--- config.mk ---
export PLATFORM = sky130hd
export DESIGN_NAME = serial_adder_ctrl
export DESIGN_NICKNAME = d
export VERILOG_FILES = /design/src/rtl/serial_adder_ctrl_pkg.sv /design/src/rtl/serial_adder_ctrl_complete_adder.sv /design/src/rtl/serial_adder_ctrl.sv
export SDC_FILE = /design/constraint.sdc
export NUM_CORES = 1
export LEC_CHECK = 0
export ABC_AREA = 1
export CAP_MARGIN = 20
export CORE_MARGIN = 2
export CORE_UTILIZATION = 45
export CTS_CLUSTER_SIZE = 12
export DETAILED_ROUTE_END_ITERATION = 10
export GPL_TIMING_DRIVEN = 0
export PLACE_DENSITY = 0.82
export SLEW_MARGIN = 20
export SYNTH_ARGS = -nofsm -noshare
export SYNTH_HDL_FRONTEND = slang
export SYNTH_SLANG_ARGS = --single-unit
--- constraint.sdc ---
create_clock -name clk -period 1.1 [get_ports clk]
set_input_delay 0.22 -clock clk [delete_from_list [all_inputs] [get_ports clk]]
set_output_delay 0.22 -clock clk [all_outputs]
set_load 0.01 [all_outputs]
--- src/rtl/serial_adder_ctrl_pkg.sv ---
// rtl/serial_adder_ctrl_pkg.sv - shared state encodings for the bit-serial adder controller
package serial_adder_ctrl_pkg;

  typedef enum logic [1:0] {
    SA_IDLE = 2'd0,
    SA_RUN  = 2'd1,
    SA_DONE = 2'd2
  } sa_state_e;

endpackage

--- src/rtl/serial_adder_ctrl_complete_adder.sv ---
// rtl/serial_adder_ctrl_complete_adder.sv - single-bit full adder cell
module complete_adder (
  output logic s,
  output logic c_out,
  input  logic c_in,
  input  logic x,
  input  logic y
);

  assign s     = x ^ y ^ c_in;
  assign c_out = (x & y) | (c_in & (x ^ y));

endmodule

--- src/rtl/serial_adder_ctrl.sv ---
// rtl/serial_adder_ctrl.sv - bit-serial WIDTH-bit adder built on one full-adder cell
module serial_adder_ctrl
  import serial_adder_ctrl_pkg::*;
#(
  parameter int WIDTH = 8
) (
  input  logic             clk,
  input  logic             reset,
  input  logic             start,
  input  logic [WIDTH-1:0] a,
  input  logic [WIDTH-1:0] b,
  input  logic             c_in,
  output logic             busy,
  output logic             done,
  output logic [WIDTH-1:0] sum,
  output logic             c_out
);

  localparam int CW = $clog2(WIDTH);
  localparam logic [CW-1:0] LAST_BIT = CW'(WIDTH - 1);

  sa_state_e        state_q, state_d;
  logic [CW-1:0]    cnt_q, cnt_d;
  logic [WIDTH-1:0] sa_q, sa_d;
  logic [WIDTH-1:0] sb_q, sb_d;
  logic             carry_q, carry_d;
  logic [WIDTH-1:0] res_q, res_d;
  logic [WIDTH-1:0] sum_q, sum_d;
  logic             cout_q, cout_d;

  logic fa_s;
  logic fa_co;

  complete_adder u_fa (
    .s     (fa_s),
    .c_out (fa_co),
    .c_in  (carry_q),
    .x     (sa_q[0]),
    .y     (sb_q[0])
  );

  always_comb begin
    state_d = state_q;
    cnt_d   = cnt_q;
    sa_d    = sa_q;
    sb_d    = sb_q;
    carry_d = carry_q;
    res_d   = res_q;
    sum_d   = sum_q;
    cout_d  = cout_q;
    case (state_q)
      SA_IDLE: begin
        if (start) begin
          sa_d    = a;
          sb_d    = b;
          carry_d = c_in;
          cnt_d   = '0;
          state_d = SA_RUN;
        end
      end
      SA_RUN: begin
        sa_d    = sa_q >> 1;
        sb_d    = sb_q >> 1;
        res_d   = {fa_s, res_q[WIDTH-1:1]};
        carry_d = fa_co;
        if (cnt_q == LAST_BIT) begin
          // res_d already holds all WIDTH sum bits aligned to bit 0
          sum_d   = res_d;
          cout_d  = fa_co;
          cnt_d   = '0;
          state_d = SA_DONE;
        end else begin
          cnt_d = cnt_q + CW'(1);
        end
      end
      SA_DONE: state_d = SA_IDLE;
      default: state_d = SA_IDLE;
    endcase
  end

  always_ff @(posedge clk) begin
    if (reset) begin
      state_q <= SA_IDLE;
      cnt_q   <= '0;
      sa_q    <= '0;
      sb_q    <= '0;
      carry_q <= 1'b0;
      res_q   <= '0;
      sum_q   <= '0;
      cout_q  <= 1'b0;
    end else begin
      state_q <= state_d;
      cnt_q   <= cnt_d;
      sa_q    <= sa_d;
      sb_q    <= sb_d;
      carry_q <= carry_d;
      res_q   <= res_d;
      sum_q   <= sum_d;
      cout_q  <= cout_d;
    end
  end

  assign busy  = (state_q == SA_RUN);
  assign done  = (state_q == SA_DONE);
  assign sum   = sum_q;
  assign c_out = cout_q;

endmodule

==> metrics <==
CP dominant cell by count=buf_6; Cells after Synth=263; Mapped Avg Cell Area=6.59 um^2; Clock Skew=0.00421 ns; worst reg2reg setup slack=-0.15 ns; Switching Power=893 uW; routed vias/inst=4.89; failing checks=setup timing; status=finished with violations; DR pass1 iterations=4; CP Max Fanout=2; layout cell share with drive strength beyond 1=33.4%; Internal=2210 uW; Max Buffers Root-to-Sink=2; CTS Buf Count=5; CP max stage delay=0.33 ns; # DRC=0; crit share post-route=117%; clk sinks=38; placed instance area=2110 um^2; routability cong.=0.776; final net count=340; sum of negative setup slack=-3.24 ns; Setup crit end kind=output pin; distinct cell type count after synthesis=18; Reg clk slew, reported paths=0.07 ns; Max-Slew Margin vs Limit=66.8%; combinational share of power=21.8%; Final Util=70.8%; syn_nets=286; grt total ovfl=0; clk_lat worst skew=0.29 ns; switching share of power=28.8%; maxcap violations=0; initial antenna violation count=0; drt wl/cell=13.2 um; Final Slew Violations=0; RSZ-0062 raised after global routing=true; DR vias=1,785; pin count of the biggest net entering global routing=12; die area=4360 um^2; Worst EP required=0.88 ns; CP arrival=1.06 ns; crit path buf inv count=3; Max Clk Rate=778 MHz; power per standard cell area=1190 nW/um^2; most frequent cells in the layout=nand2_1, nor2_1, dfxtp_1; delay-heaviest family, CP=buffers and inverters; Slew @ Worst Pin=0.499 ns; design area=2610 um^2; worst hold-check path type=input pin to flop; Setup-failing EPs final=35; flops & latches, synth=38; starting DRC count in detailed routing=102; Worst setup SP type=flop; # IOs=31; clock root buffer master=clkbuf_8; DP HPWL=2.56 mm; top_reg_cell synth=dfxtp_1; Hold WS=0.230 ns; gr usage total=23.0%; H-tree depth=2; Row Count=22; Core Area=3690 um^2; Post-Synthesis Cell Area=1730 um^2; Seq pwr share=49.2%; commonest non-fill, non-tap cell in the layout=nand2_1; initial core utilization=47.0%; n_diodes=0; die width=66.1 um; sequential cell area fraction in the yosys report=43.9%; LEAKAGE=0.00123 uW; first-pass GRT wire length=7.46 mm; setup slack after layout=-0.185 ns; Crit Path Class=flop to output pin; fraction of synthesis flops using an asynchronous set or reset pin=0%; Synth warnings=0; Clk pwr share=29.1%; Hold Buf Count CTS=0; CP max-delay cell=dfxtp_2; TritonCTS clock tree=yes; Final Hold Vio Count=0; Detailed Route WL=4.83 mm; Port Buffers=30; CP cell instances=buf_6 > buf_6 > nor2_4 > buf_6; Area growth syn-to-layout=50.8%; DRT antenna net count=0; shortest period the worst path allows=1.28 ns; number of flops mapped to enable cells by yosys=0; Tot Pwr=3100 uW; highest ir drop seen on vdd=600 uV; die span in y=66.1 um; vias in the first global route=1,595
stage by stage:
step / std cells / setup WS [ns]
floorplan: 263 / 0.00110
global placement: 341 / -0.534
detailed placement: 341 / -0.558
CTS: 365 / -0.187
global route: 365 / -0.214
finish: 365 / -0.185
cell families (layout without fill, tap and decap cells):
family          after synthesis  in the layout  synth area share [%]
simple gates                171            171                  39.1
compound gates               13             13                  4.40
flops                        38             38                  43.9
fa+ha+maj                     3              3                  2.60
buf+inv                      38             92                  9.96
power by group through the flow:
stage	clock network, uW	registers [uW]	logic [uW]
finish	901	1520	675
global placement	0	1540	447
floorplan	0	1530	309
detailed placement	0	1540	455
global route	961	1530	744
CTS	911	1520	611
layer usage:
metal  track usage, %  vias to the layer above  share of wire [%]
met5                0                        -                  0
met1             30.6                      807                 44
li1                 -                      905                  -
met4             8.42                        0                3.3
met2             35.5                       58                 46
met3             6.64                       15                6.6
flip-flops by register name, summed over array words and instances, names as in the netlist:
name and cells:
c_out 1, carry_q 1, cnt_q 3, res_q 7, sa_q 8, sb_q 8
state_q 2, sum 8
Yosys cell counts, types with 2 or more instances:
cell type | number | area [um^2]
dfxtp_1 | 38 | 761
buf_2 | 6 | 30.0
nor2_1 | 58 | 218
o21ai_0 | 7 | 35.0
nand3_1 | 21 | 105
nand2_2 | 2 | 12.5
inv_1 | 24 | 90.1
nand2_1 | 88 | 330
ha_1 | 2 | 25.0
clkbuf_1 | 2 | 7.51
a21oi_1 | 5 | 25.0
buf_6 | 2 | 22.5
nor2_2 | 2 | 12.5
buf_4 | 2 | 15.0
worst paths after layout:
kind,startpoint,depth (start not counted),endpoint
worst max register to register,state_q[0]$_SDFFE_PP0P_,7,sa_q[7]$_SDFFE_PP0P_
worst max-delay path,state_q[0]$_SDFFE_PP0P_,4,done
worst min register to register,sum[2]$_SDFFE_PP0P_,2,sum[2]$_SDFFE_PP0P_
worst min-delay path,reset,2,cnt_q[1]$_SDFFE_PP0P_
final cells by class:
type	instances	area [um^2]
inverters	25	101
fillers	294	1080
well taps	48	60.1
repair buffers	47	449
clock buffers	5	68.8
flip-flops and latches	38	774
plain buffers	13	134
multi-input cells	187	1010
clock inverters	2	10.0
what timing repair did:
action / in CTS / in global routing
gates cloned: 4 / 0
pin swaps: 25 / 19
setup endpoints to repair: 47 / 48
resized for setup: 96 / 50
hold endpoints to repair: 0 / 0
buffers inserted: 13 / 0
No activity file was read; power rests on OpenSTA's default activity.
